**config.mk**
```make
export PLATFORM = sky130hd
export DESIGN_NAME = mem_load_unit
export DESIGN_NICKNAME = d
export VERILOG_FILES = /design/src/rtl/mem_load_unit.sv
export SDC_FILE = /design/constraint.sdc
export NUM_CORES = 1
export LEC_CHECK = 0
export ABC_AREA = 1
export BUFFER_PORTS_ARGS = -buffer_cell sky130_fd_sc_hd__buf_2
export CORE_MARGIN = 5
export CORE_UTILIZATION = 41
export CTS_BUF_LIST = sky130_fd_sc_hd__clkbuf_8
export CTS_CLUSTER_SIZE = 24
export DETAILED_ROUTE_END_ITERATION = 12
export PLACE_DENSITY = 0.68
export SYNTH_ARGS = -nofsm -noshare
export SYNTH_HDL_FRONTEND = slang
export SYNTH_SLANG_ARGS = --single-unit
```
**constraint.sdc**
```tcl
create_clock -name clk -period 2.8 [get_ports clk]
set_input_delay 0.28 -clock clk [delete_from_list [all_inputs] [get_ports clk]]
set_output_delay 0.28 -clock clk [all_outputs]
set_load 0.01 [all_outputs]
```
**src/rtl/mem_load_unit.sv**
```systemverilog
// mem_load_unit -- MEM-stage load engine.
//
// Accepts a load (type code, byte address, destination register), issues a
// single aligned word read on the dmem req/gnt/rvalid bus, then extracts the
// byte/half/word, sign- or zero-extends it, and returns a registered result
// with its rd to writeback.
//
// Load-type codes: 000 lw, 001 lb, 010 lh, 011 lbu, 100 lhu; 101-111 behave as lw.
//
// Optional feature macro: LOAD_MISALIGN_TRAP_EN
//   defined   : misaligned lw/lh/lhu are not issued; they raise a misalign_exc pulse.
//   undefined : misalign_exc is tied 0; misaligned loads are issued and
//               formatted from the low address bits.
//
// Ports
//   clk, rst                 clock, async active-high reset
//   ld_req/ld_type/ld_addr/ld_rd  load request (sampled only when busy=0)
//   flush                    kill in-flight load
//   busy                     load in progress
//   dmem_req/dmem_addr       word read request, held until dmem_gnt
//   dmem_gnt/dmem_rvalid/dmem_rdata  memory handshake and data
//   wb_valid/wb_rd/wb_data   1-cycle result pulse; rd/data hold between pulses
//   bus_err                  1-cycle pulse on rvalid timeout
//   misalign_exc             1-cycle pulse on trapped misaligned load
module mem_load_unit #(
  parameter int TIMEOUT_CYCLES = 64
) (
  input  logic        clk,
  input  logic        rst,
  input  logic        ld_req,
  input  logic [2:0]  ld_type,
  input  logic [31:0] ld_addr,
  input  logic [4:0]  ld_rd,
  input  logic        flush,
  output logic        busy,
  output logic        dmem_req,
  output logic [31:0] dmem_addr,
  input  logic        dmem_gnt,
  input  logic        dmem_rvalid,
  input  logic [31:0] dmem_rdata,
  output logic        wb_valid,
  output logic [4:0]  wb_rd,
  output logic [31:0] wb_data,
  output logic        bus_err,
  output logic        misalign_exc
);

  localparam int CW = $clog2(TIMEOUT_CYCLES) + 1;

`ifdef LOAD_MISALIGN_TRAP_EN
  typedef enum logic [2:0] {IDLE, REQ, WAIT, DRAIN, EXC} state_t;
`else
  typedef enum logic [2:0] {IDLE, REQ, WAIT, DRAIN} state_t;
`endif

  state_t          state, nstate;
  logic [CW-1:0]   cnt;
  logic [2:0]      lat_type;
  logic [1:0]      lat_off;
  logic [4:0]      lat_rd;

  logic accept, cnt_clr, wb_load, tmo_hit, timeout;
`ifdef LOAD_MISALIGN_TRAP_EN
  logic misal, exc_fire;
`endif

  function automatic logic [31:0] fmt(input logic [2:0] t, input logic [1:0] off,
                                      input logic [31:0] d);
    logic [7:0]  b;
    logic [15:0] h;
    b = d[8*off +: 8];
    h = d[16*off[1] +: 16];
    case (t)
      3'b001:  fmt = {{24{b[7]}}, b};
      3'b011:  fmt = {24'b0, b};
      3'b010:  fmt = {{16{h[15]}}, h};
      3'b100:  fmt = {16'b0, h};
      default: fmt = d;
    endcase
  endfunction

  // The wait window is counted in WAIT/DRAIN cycles since the grant (or flush);
  // rvalid in the cycle where the counter sits at TIMEOUT_CYCLES-1 still counts.
  assign tmo_hit = (cnt == CW'(TIMEOUT_CYCLES - 1)) && !dmem_rvalid;

`ifdef LOAD_MISALIGN_TRAP_EN
  assign misal = ((ld_type == 3'b000) && (ld_addr[1:0] != 2'b00)) ||
                 (((ld_type == 3'b010) || (ld_type == 3'b100)) && ld_addr[0]);
`endif

  always_ff @(posedge clk or posedge rst) begin
    if (rst) state <= IDLE;
    else     state <= nstate;
  end

  always_comb begin
    nstate   = state;
    accept   = 1'b0;
    cnt_clr  = 1'b0;
    wb_load  = 1'b0;
    timeout  = 1'b0;
`ifdef LOAD_MISALIGN_TRAP_EN
    exc_fire = 1'b0;
`endif
    case (state)
      IDLE: if (ld_req) begin
        accept = 1'b1;
`ifdef LOAD_MISALIGN_TRAP_EN
        nstate = misal ? EXC : REQ;
`else
        nstate = REQ;
`endif
      end
      REQ: begin
        if (flush) nstate = IDLE;
        else if (dmem_gnt) begin
          nstate  = WAIT;
          cnt_clr = 1'b1;
        end
      end
      WAIT: begin
        // flush beats rvalid; if data is already here there is nothing to drain
        if (flush) begin
          nstate  = dmem_rvalid ? IDLE : DRAIN;
          cnt_clr = 1'b1;
        end else if (dmem_rvalid) begin
          wb_load = 1'b1;
          nstate  = IDLE;
        end else if (tmo_hit) begin
          timeout = 1'b1;
          nstate  = IDLE;
        end
      end
      DRAIN: begin
        if (dmem_rvalid) nstate = IDLE;
        else if (tmo_hit) begin
          timeout = 1'b1;
          nstate  = IDLE;
        end
      end
`ifdef LOAD_MISALIGN_TRAP_EN
      EXC: begin
        exc_fire = 1'b1;
        nstate   = IDLE;
      end
`endif
      default: nstate = IDLE;
    endcase
  end

  assign busy     = (state != IDLE);
  assign dmem_req = (state == REQ);
  assign bus_err  = timeout;

  always_ff @(posedge clk or posedge rst) begin
    if (rst) cnt <= '0;
    else if (cnt_clr) cnt <= '0;
    else if ((state == WAIT) || (state == DRAIN)) cnt <= cnt + 1'b1;
  end

  always_ff @(posedge clk or posedge rst) begin
    if (rst) begin
      lat_type  <= 3'b0;
      lat_off   <= 2'b0;
      lat_rd    <= 5'b0;
      dmem_addr <= 32'b0;
    end else if (accept) begin
      lat_type  <= ld_type;
      lat_off   <= ld_addr[1:0];
      lat_rd    <= ld_rd;
      dmem_addr <= {ld_addr[31:2], 2'b00};
    end
  end

  always_ff @(posedge clk or posedge rst) begin
    if (rst) begin
      wb_valid <= 1'b0;
      wb_rd    <= 5'b0;
      wb_data  <= 32'b0;
    end else begin
      wb_valid <= wb_load;
      if (wb_load) begin
        wb_rd   <= lat_rd;
        wb_data <= fmt(lat_type, lat_off, dmem_rdata);
      end
`ifdef LOAD_MISALIGN_TRAP_EN
      else if (exc_fire) wb_rd <= lat_rd;
`endif
    end
  end

`ifdef LOAD_MISALIGN_TRAP_EN
  always_ff @(posedge clk or posedge rst) begin
    if (rst) misalign_exc <= 1'b0;
    else     misalign_exc <= exc_fire;
  end
`else
  assign misalign_exc = 1'b0;
`endif

endmodule

```
==> results_dict.tcl, run 1 <==
set metrics [dict create \
    grt_start_max_net_pins 49 \
    most-common-layout-cells "sky130_fd_sc_hd__nand2_1 (189), sky130_fd_sc_hd__buf_2 (148), sky130_fd_sc_hd__dfrtp_1 (88), sky130_fd_sc_hd__nor2_1 (72), sky130_fd_sc_hd__mux2_2 (35)" \
    place_ws_ns 0.958 \
    critical_path_class "register to output pin" \
    pwr_density_cell_mw_per_mm2 740 \
    areaGrowthSynthToFinish_pct 24.2 \
    timing.critical_path.fanout_max 6 \
    grt_util_all_layers_pct 18.8 \
    synthesis.yosys.warnings 0 \
    synthCells 544 \
    tns_ns 0 \
    clock_skew_ns 0.0130 \
    top_layer_used "met4" \
    post-route-worst-setup-slack_ns 0.857 \
    setup-violations-final 0 \
    detail_route.wl_per_cell_um 14.2 \
    final.period_utilization_pct 69.4 \
    ctsLongestPathBuffers 2 \
    avgViaCountPerCell 4.83 \
    run_status "finished clean" \
    met2RoutedLength_um 5890 \
    postCtsSetupRepairBufs 0 \
    final_common_cell "sky130_fd_sc_hd__nand2_1" \
    cts-root-buf "sky130_fd_sc_hd__clkbuf_8" \
    met1_wirelength_um 4730 \
    timing_limited_maximum_frequency_mhz 515 \
    die_width_um 114 \
    min-delay-path-class "input port to async pin" \
    cap_viol_max_count 0 \
    ctsHoldBuffers 0 \
    postSynthRegisterBits 88 \
    cts_num_sinks 88 \
    clk_pin_slew_ns 0.10 \
    gp_congestion 0.873 \
    design.core.area_mm2 0.0104 \
    post_route_wl_um 11800 \
    cts_tree "built" \
    tightest_slew_ns 0.813 \
    final.fill_count 1034 \
    source_to_sink_clock_delay_at_the_later_pin_of_the_worst_skew_pair_ns 0.37 \
    yosysUniqueCellTypes 29 \
    worst_slew_margin_rel_pct 45.7 \
    cts_buffers 9 \
    post-dp-hpwl_um 8880 \
    number_of_hold_violations_in_the_final_report 0 \
    worstPathRequired_ns 2.52 \
    wire_length_of_the_first_global_routing_pass_um 19700 \
    share_of_yosys_cell_area_claimed_by_the_top_area_cell_type_pct 50.1 \
    period_minus_slack_ns 1.94 \
    ioPinCount 152 \
    drive_above_1_share_pct 31.0 \
    routed-wl-met3_um 834 \
    post_cts_resize_count 0 \
    unrepaired_setup_endpoints_after_global_routing "false" \
    placement.io_buffers 148 \
    placementRows 37 \
    finish.net_count 767 \
    top_post_synthesis_cells_by_area "sky130_fd_sc_hd__dfrtp_1 (50%), sky130_fd_sc_hd__nand2_1 (16%), sky130_fd_sc_hd__mux2_2 (9.0%), sky130_fd_sc_hd__nor2_1 (6.1%), sky130_fd_sc_hd__nand3_1 (3.6%)" \
    antenna_violating_nets_post_route 0 \
    detailroute.via_count 4007 \
    yosysTopAreaCell "sky130_fd_sc_hd__dfrtp_1" \
    start_kind "register" \
    peakVddDrop_mv 0.288 \
    p_leak_nw 3.04 \
    die_y_um 114 \
    starting_utilization_of_the_core_area_pct 42.4 \
    grt_pass1_vias 4184 \
    detailedRoute.firstIterationViolations 183 \
    synth.yosys.seq_area_share_pct 50.1 \
    grt_remaining_overflow 0 \
    fp.dieArea_mm2 0.0129 \
    drt_drc_violations_left 0 \
    netlist_area_mm2 0.00440 \
    syn_avg_cell_area_um2 8.08 \
    first_pass_detailed_route_iteration_total 5 \
    antenna_found_initial 0 \
    n_antenna_cell 0 \
    endpoint_kind "output pin" \
    cts_htree_levels 3 \
    finalMaxSlewViolations 0 \
    worst-endpoint-arrival_ns 1.66 \
]
==> flip-flops by register name (all words and copies together) (netlist names) <==
signal / count
cnt: 7
dmem_addr: 30
lat_off: 2
lat_rd: 5
lat_type: 3
state: 3
wb_data: 32
wb_rd: 5
wb_valid: 1
==> synth_stat cells, drive strengths merged <==
library cell	number
xor2	2
o21a	1
a21o	1
clkinv	2
o21ai	20
mux2	35
nand3b	2
conb	1
dfrtp	88
buf	19
or2	1
nor3	5
clkbuf	4
nand2	191
nand4	8
ha	1
inv	38
nor2	74
a21oi	18
nand3	33
==> layout make-up <==
type | count | area, um2 | share of cell area [%]
Tap cell | 136 | 170 | 3.12
Clock buffer | 9 | 124 | 2.27
Multi-Input combinational cell | 396 | 1930 | 35.3
Sequential cell | 88 | 2200 | 40.3
Clock inverter | 7 | 70.1 | 1.28
Inverter | 40 | 151 | 2.77
Timing Repair Buffer | 153 | 816 | 14.9
==> per-stage QoR <==
step / utilization (%) / cell area, um2 / std cells / power [mW] / hold slack, ns
2_1_floorplan: - / 4410 / 547 / 2.67 / 0.430
3_3_place_gp: 50.8 / 5270 / 813 / 3.14 / 0.449
3_5_place_dp: 50.8 / 5270 / 813 / 3.19 / 0.453
4_1_cts: 52.6 / 5460 / 829 / 4.07 / 0.0460
5_1_grt: 52.6 / 5460 / 829 / 4.33 / 0.115
6_report: 52.6 / 5460 / 829 / 4.04 / 0.0302
==> kinds of logic after synthesis <==
logic type	after synthesis	share of synthesized area, %
buffers and inverters	63	6.35
other	1	0.0853
XOR/XNOR	2	0.399
adder cells (fa/ha/maj)	1	0.285
AO/OA/AOI/OAI	40	4.67
AND/OR/NAND/NOR	314	29.1
multiplexers	35	8.97
flip-flops	88	50.1
==> power breakdown <==
group	switching, mW	internal [mW]	total [mW]
Sequential	0.209	1.59	1.80
Clock	0.473	0.414	0.887
Combinational	0.793	0.560	1.35
==> worst max-delay path: stages, from the launching register on <==
cell                      delay (ns)
sky130_fd_sc_hd__dfrtp_1        0.46
sky130_fd_sc_hd__ha_1           0.28
sky130_fd_sc_hd__inv_1          0.09
sky130_fd_sc_hd__nor3_1         0.13
sky130_fd_sc_hd__nand2_1        0.11
sky130_fd_sc_hd__nor2_1         0.10
sky130_fd_sc_hd__buf_2          0.14
==> per-layer routing <==
metal | vias to the layer above | track usage [%]
li1 | 1999 | -
met1 | 1842 | 22.9
met2 | 142 | 32.4
met3 | 24 | 3.66
met4 | 0 | 7.69
met5 | - | 0
==> worst paths after layout <==
kind	cells past startpoint	start	slack [ns]	endpoint
setup / recovery	6	cnt[0]	0.86	bus_err
hold / removal	2	rst	0.03	wb_data[19]
setup reg to reg	6	lat_type[2]	0.88	wb_data[8]
hold reg to reg	2	lat_rd[0]	0.47	wb_rd[0]
max in group asynchronous	3	rst	2.06	dmem_addr[27]
min in group clk	2	ld_rd[1]	0.14	lat_rd[1]
No activity file was read; power rests on OpenSTA's default activity.
==> run 2, diff against run 1 <==
--- a/config.mk
+++ b/config.mk
@@ -12,7 +12,7 @@
 export CTS_BUF_LIST = sky130_fd_sc_hd__clkbuf_8
 export CTS_CLUSTER_SIZE = 24
 export DETAILED_ROUTE_END_ITERATION = 12
-export PLACE_DENSITY = 0.68
+export PLACE_DENSITY = 0.7
 export SYNTH_ARGS = -nofsm -noshare
 export SYNTH_HDL_FRONTEND = slang
 export SYNTH_SLANG_ARGS = --single-unit
==> constraint.sdc (replaced) <==
create_clock -name clk -period 1.6 [get_ports clk]
set_input_delay 0.16 -clock clk [delete_from_list [all_inputs] [get_ports clk]]
set_output_delay 0.16 -clock clk [all_outputs]
set_load 0.01 [all_outputs]
==> run 2 against run 1 <==
Against the previous run:
- first-iteration DRC count is 14% lower
- routed wire length is 3.8% higher
- via count is 5.9% higher
- sequential cell count stayed put
- critical path type unchanged
- register-to-register slack worse by 0.72 ns
- critical endpoint unchanged
- sequential power is 74% higher
- hold slack worse by 0.0023 ns
==> results_dict.tcl, run 2 (synthesis gave the netlist of run 1 again) <==
set metrics [dict create \
    run_status "finished clean" \
    timing.hold.ws_ns 0.0279 \
    timing.critical_path.fanout_max 2 \
    source_to_sink_clock_delay_at_the_later_pin_of_the_worst_skew_pair_ns 0.36 \
    drt_drc_violations_left 0 \
    min-delay-path-class "input port to register" \
    cts-root-buf "sky130_fd_sc_hd__clkbuf_8" \
    regToRegSetupSlack_ns 0.16 \
    cts_buffers 9 \
    period_minus_slack_ns 1.54 \
    placement.io_buffers 148 \
    reg2regPathDepth 5 \
    cp_cell_sequence "ha_4, inv_2, nor3_2, nand2_1, nor2_1, buf_2" \
    cts_tree "built" \
    final.fill_count 986 \
    unrepaired_setup_endpoints_after_global_routing "true" \
    antenna_found_initial 0 \
    sequential_cell_area_mm2 0.00220 \
    stdcell_count 865 \
    post-route-worst-setup-slack_ns 0.0616 \
    worst-endpoint-arrival_ns 1.38 \
    multiInputGateArea_mm2 0.00195 \
    first_pass_detailed_route_iteration_total 5 \
    fp.dieArea_mm2 0.0129 \
    endpoint_kind "output pin" \
    number_of_hold_violations_in_the_final_report 0 \
    number_of_buffers_and_inverters_on_the_critical_path 2 \
    wire_length_of_the_first_global_routing_pass_um 19900 \
    cts_num_sinks 88 \
    gp_congestion 0.946 \
    worstReg2RegStart "lat_off[1]" \
    grt_pass1_vias 4224 \
    finish.net_count 803 \
    tns_ns 0 \
    grt_remaining_overflow 0 \
    tightest_slew_ns 0.590 \
    post_route_wl_um 12200 \
    grt_util_all_layers_pct 19.2 \
    worstHoldPathCells 2 \
    die_y_um 114 \
    pwr_density_cell_mw_per_mm2 1260 \
    placed_cells_incl_taps 834 \
    starting_utilization_of_the_core_area_pct 42.4 \
    antenna_violating_nets_post_route 0 \
    clk_pin_slew_ns 0.09 \
    largest_register_ffs 32 \
    p_leak_nw 3.21 \
    worst_slew_margin_rel_pct 60.6 \
    ctsLongestPathBuffers 2 \
    max_flop_register "wb_data" \
    cap_viol_max_count 0 \
    grt_start_max_net_pins 46 \
    timing_limited_maximum_frequency_mhz 650 \
    cts_htree_levels 3 \
    drive_above_1_share_pct 34.6 \
    critical_path.slowest_cell "sky130_fd_sc_hd__dfrtp_2" \
    peakVddDrop_mv 0.589 \
    final.period_utilization_pct 96.1 \
    setup-violations-final 0 \
    ioPinCount 152 \
    final_util_pct 56.1 \
    detail_route.wl_per_cell_um 14.1 \
    final_common_cell "sky130_fd_sc_hd__nand2_1" \
    capturing_point_of_the_worst_reg2reg_path "wb_data[28]" \
    hold_path.startpoint "ld_addr[21]" \
    path_delay_family "flip-flops" \
    clock_skew_ns 0.0204 \
    critical_path_class "register to output pin" \
    n_antenna_cell 0 \
    finalMaxSlewViolations 0 \
    post-dp-hpwl_um 9290 \
    largest_registers "wb_data: 32 flops, dmem_addr: 30 flops, cnt: 7 flops" \
    worstPathRequired_ns 1.44 \
    placementRows 37 \
    most-common-layout-cells "sky130_fd_sc_hd__nand2_1 (189), sky130_fd_sc_hd__buf_2 (148), sky130_fd_sc_hd__dfrtp_1 (86), sky130_fd_sc_hd__nor2_1 (69), sky130_fd_sc_hd__mux2_2 (35)" \
    start_kind "register" \
    avgViaCountPerCell 4.91 \
    place_ws_ns 0.147 \
    detailroute.via_count 4245 \
    cp_slowest_stage_delay_ns 0.40 \
    detailedRoute.firstIterationViolations 158 \
    areaGrowthSynthToFinish_pct 32.3 \
    die_width_um 114 \
    design.core.area_mm2 0.0104 \
    whs_endpoint "dmem_addr[21]" \
]
==> run 2: cell types whose count changed in the layout (fill, tap and decap cells not counted), sizes merged <==
| cell | change |
|---|---|
| buf | +28 |
| bufinv | -1 |
| clkbuf | +2 |
| clkinv | -1 |
| clkinvlp | +2 |
| dlygate4sd3 | +8 |
| inv | -2 |
==> run 2: where the power goes <==
part           total [mW]  switching, mW  internal (mW)
combinational        2.68           1.49           1.19
sequential           3.13          0.350           2.78
clock                1.48          0.823          0.658
total                7.30           2.66           4.64
==> run 2: worst max-delay path by stage <==
stage | cells after the start | endpoint | start | slack, ns
floorplan | 4 | dmem_addr[10] | state[0] | 0.27
global placement | 9 | wb_data[3] | lat_type[0] | 0.21
detailed placement | 7 | cnt[4] | state[1] | 0.15
CTS | 6 | bus_err | cnt[1] | -0.002
global route | 6 | bus_err | cnt[1] | -0.05
finish | 6 | bus_err | cnt[0] | 0.06
==> run 2: layer usage <==
metal	wire (um)	global-route usage, %	share of wire (%)	vias to the layer above
met5	0	0	0	-
met4	222	7.29	1.8	0
met3	846	4.40	6.9	17
met2	6240	33.2	51	158
met1	4900	23.2	40	1998
li1	-	-	-	2072
==> run 2: worst reg2reg max path, delay by kind of cell (launching register included) <==
| family | cells | cell delay, ns |
|---|---|---|
| compound gates | 1 | 0.30 |
| flops | 1 | 0.45 |
| simple gates | 4 | 0.63 |
==> run 2: cell type report <==
class | instances | area share [%]
clock inverters | 5 | 0.667
repair buffers | 189 | 19.7
multi-input cells | 396 | 33.6
inverters | 40 | 2.65
flip-flops and latches | 88 | 37.9
clock buffers | 11 | 2.60
well taps | 136 | 2.93
==> run 2: what timing repair did <==
action                                  in CTS  in global routing
pin swaps                                    2                  4
setup buffers                                4                  3
endpoints found under the hold margin       23                  7
hold buffers                                 1                  7
gates resized for setup                      5                  4
endpoints found under the setup margin       1                  9
==> run 2: per-stage QoR <==
| stage | power, mW | instance area [um2] |
|---|---|---|
| 2_1_floorplan | 4.67 | 4410 |
| 3_5_place_dp | 5.70 | 5450 |
| 3_3_place_gp | 5.61 | 5450 |
| 6_report | 7.30 | 5810 |
| 5_1_grt | 7.81 | 5810 |
| 4_1_cts | 7.27 | 5700 |
==> run 3, diff against run 2 <==
--- a/config.mk
+++ b/config.mk
@@ -12,7 +12,7 @@
 export CTS_BUF_LIST = sky130_fd_sc_hd__clkbuf_8
 export CTS_CLUSTER_SIZE = 24
 export DETAILED_ROUTE_END_ITERATION = 12
-export PLACE_DENSITY = 0.7
+export PLACE_DENSITY = 0.68
 export SYNTH_ARGS = -nofsm -noshare
 export SYNTH_HDL_FRONTEND = slang
 export SYNTH_SLANG_ARGS = --single-unit
==> constraint.sdc (replaced) <==
create_clock -name clk -period 1.7 [get_ports clk]
set_input_delay 0.17 -clock clk [delete_from_list [all_inputs] [get_ports clk]]
set_output_delay 0.17 -clock clk [all_outputs]
set_load 0.01 [all_outputs]
==> run 3 against run 2 <==
Against the previous run:
- design area decreased by 3.2%
- die area unchanged
- non-clock buffer count decreased by 19
- register-to-register slack about the same
- hold slack improved by 0.0079 ns
- count of clock-buffer cells in the layout decreased by 1
- first-iteration DRC count decreased by 10%
- critical path type unchanged
- highest routed layer unchanged
==> results_dict.tcl, run 3 (synthesis gave the netlist of run 1 again) <==
set metrics [dict create \
    starting_utilization_of_the_core_area_pct 42.4 \
    cts_tree "built" \
    most-common-layout-cells "sky130_fd_sc_hd__nand2_1 (189), sky130_fd_sc_hd__buf_2 (148), sky130_fd_sc_hd__dfrtp_1 (88), sky130_fd_sc_hd__nor2_1 (71), sky130_fd_sc_hd__mux2_2 (35)" \
    drt_drc_violations_left 0 \
    fp.dieArea_mm2 0.0129 \
    unrepaired_setup_endpoints_after_global_routing "true" \
    cp_slowest_stage_delay_ns 0.44 \
    p_leak_nw 3.11 \
    regToRegSetupSlack_ns 0.16 \
    finalMaxSlewViolations 0 \
    sequential_cell_area_mm2 0.00220 \
    clock_skew_ns 0.0119 \
    number_of_hold_violations_in_the_final_report 0 \
    cap_viol_max_count 0 \
    cp_cell_sequence "nand2_1, nor2_1, nand2_1, nor2_1, buf_2" \
    final_util_pct 54.3 \
    period_minus_slack_ns 1.64 \
    avgViaCountPerCell 4.84 \
    start_kind "register" \
    top_layer_used "met4" \
    peakVddDrop_mv 0.490 \
    min-delay-path-class "input port to register" \
    finish.net_count 784 \
    final_common_cell "sky130_fd_sc_hd__nand2_1" \
    clk_pin_slew_ns 0.10 \
    max_flop_register "wb_data" \
    place_ws_ns 0.150 \
    placementRows 37 \
    multiInputGateArea_mm2 0.00195 \
    largest_register_ffs 32 \
    grt_util_all_layers_pct 18.4 \
    met1_wirelength_um 5010 \
    endpoint_kind "output pin" \
    run_status "finished clean" \
    design.core.area_mm2 0.0104 \
    antenna_violating_nets_post_route 0 \
    detailedRoute.firstIterationViolations 142 \
    worst-endpoint-arrival_ns 1.47 \
    timing.critical_path.fanout_max 6 \
    pwr_density_cell_mw_per_mm2 1200 \
    worstPathRequired_ns 1.53 \
    ctsLongestPathBuffers 2 \
    antenna_found_initial 0 \
    post-dp-hpwl_um 8870 \
    first_pass_detailed_route_iteration_total 5 \
    drive_above_1_share_pct 33.1 \
    detailed_place.area_mm2 0.00536 \
    largest_registers "wb_data: 32 flops, dmem_addr: 30 flops, cnt: 7 flops" \
    cts-root-buf "sky130_fd_sc_hd__clkbuf_8" \
    die_y_um 114 \
    met2RoutedLength_um 5830 \
    source_to_sink_clock_delay_at_the_later_pin_of_the_worst_skew_pair_ns 0.36 \
    grt_start_max_net_pins 89 \
    fin_total_pwr_mw 6.73 \
    final_area_mm2 0.00563 \
    reg2regPathDepth 8 \
    cts_htree_levels 3 \
    detailroute.via_count 4097 \
    critical_path_class "register to output pin" \
    areaGrowthSynthToFinish_pct 28.1 \
    routed-wl-met3_um 822 \
    ioPinCount 152 \
    hold_path.startpoint "ld_rd[3]" \
    detail_route.wl_per_cell_um 14.0 \
    final.fill_count 1001 \
    worstHoldPathCells 2 \
    capturing_point_of_the_worst_reg2reg_path "wb_data[22]" \
    critical_path.slowest_cell "sky130_fd_sc_hd__dfrtp_1" \
    grt_pass1_vias 4029 \
    cts_buffers 9 \
    setup-violations-final 0 \
    timing_limited_maximum_frequency_mhz 609 \
    die_width_um 114 \
    cts_num_sinks 88 \
    placement.io_buffers 148 \
    post-route-worst-setup-slack_ns 0.0586 \
    n_antenna_cell 0 \
    final.period_utilization_pct 96.6 \
    post_route_wl_um 11900 \
    gp_congestion 0.895 \
    grt_remaining_overflow 0 \
    whs_endpoint "lat_rd[3]" \
    wire_length_of_the_first_global_routing_pass_um 19300 \
    worstReg2RegStart "state[1]" \
]
[run 3: cell types whose count changed in the layout (fill, tap and decap cells not counted), moves of 2 or more]
cell,delta
sky130_fd_sc_hd__dfrtp_2,-2
sky130_fd_sc_hd__dlygate4sd3_1,-7
sky130_fd_sc_hd__buf_12,-2
sky130_fd_sc_hd__clkinvlp_4,+2
sky130_fd_sc_hd__nor2_1,+2
sky130_fd_sc_hd__dfrtp_1,+2
sky130_fd_sc_hd__nor2_2,-2
sky130_fd_sc_hd__buf_4,-10
[run 3: layout make-up]
class | count | area share, %
Sequential cell | 88 | 39.1
Clock inverter | 6 | 1.00
Clock buffer | 10 | 2.44
Inverter | 40 | 2.73
Timing Repair Buffer | 170 | 17.0
Tap cell | 136 | 3.02
Multi-Input combinational cell | 396 | 34.7
[run 3: critical path: cells and delay by family (launching register included)]
family / cells / cell delay (ns)
buf+inv: 1 / 0.15
flops: 1 / 0.44
simple gates: 4 / 0.52
[run 3: metrics by stage]
step | TNS [ns] | hold slack, ns | cells
final | 0 | 0.0358 | 846
after global routing | -0.0421 | 0.00773 | 846
after CTS | 0 | 0.00925 | 842
after detailed placement | 0 | 0.342 | 823
after global placement | 0 | 0.340 | 823
after floorplan | 0 | 0.320 | 547
[run 3: how the worst max path moves through the flow]
stage	from	endpoint	slack (ns)	depth (start not counted)
floorplan	state[0]	dmem_addr[10]	0.37	4
global placement	lat_off[1]	wb_data[18]	0.17	5
global route	cnt[2]	bus_err	-0.04	5
CTS	cnt[0]	bus_err	0.02	6
finish	cnt[2]	bus_err	0.06	5
detailed placement	lat_off[0]	wb_data[16]	0.15	8
[run 3: power by group]
group	switching (mW)	internal (mW)
Sequential	0.324	2.62
Combinational	1.36	1.05
Clock	0.797	0.588
Total	2.48	4.25
[run 3: metal layers]
metal	vias up	track usage [%]
met1	1910	23.3
met2	130	31.1
met4	0	6.01
met3	16	4.24
li1	2041	-
met5	-	0
[run 3: timing repair]
item / CTS / global route
hold buffers: 1 / 0
endpoints found under the hold margin: 88 / 0
pin swaps: 0 / 1
setup buffers: 2 / 4
resized for setup: 2 / 3
endpoints found under the setup margin: 1 / 7
gates cloned: 0 / 0
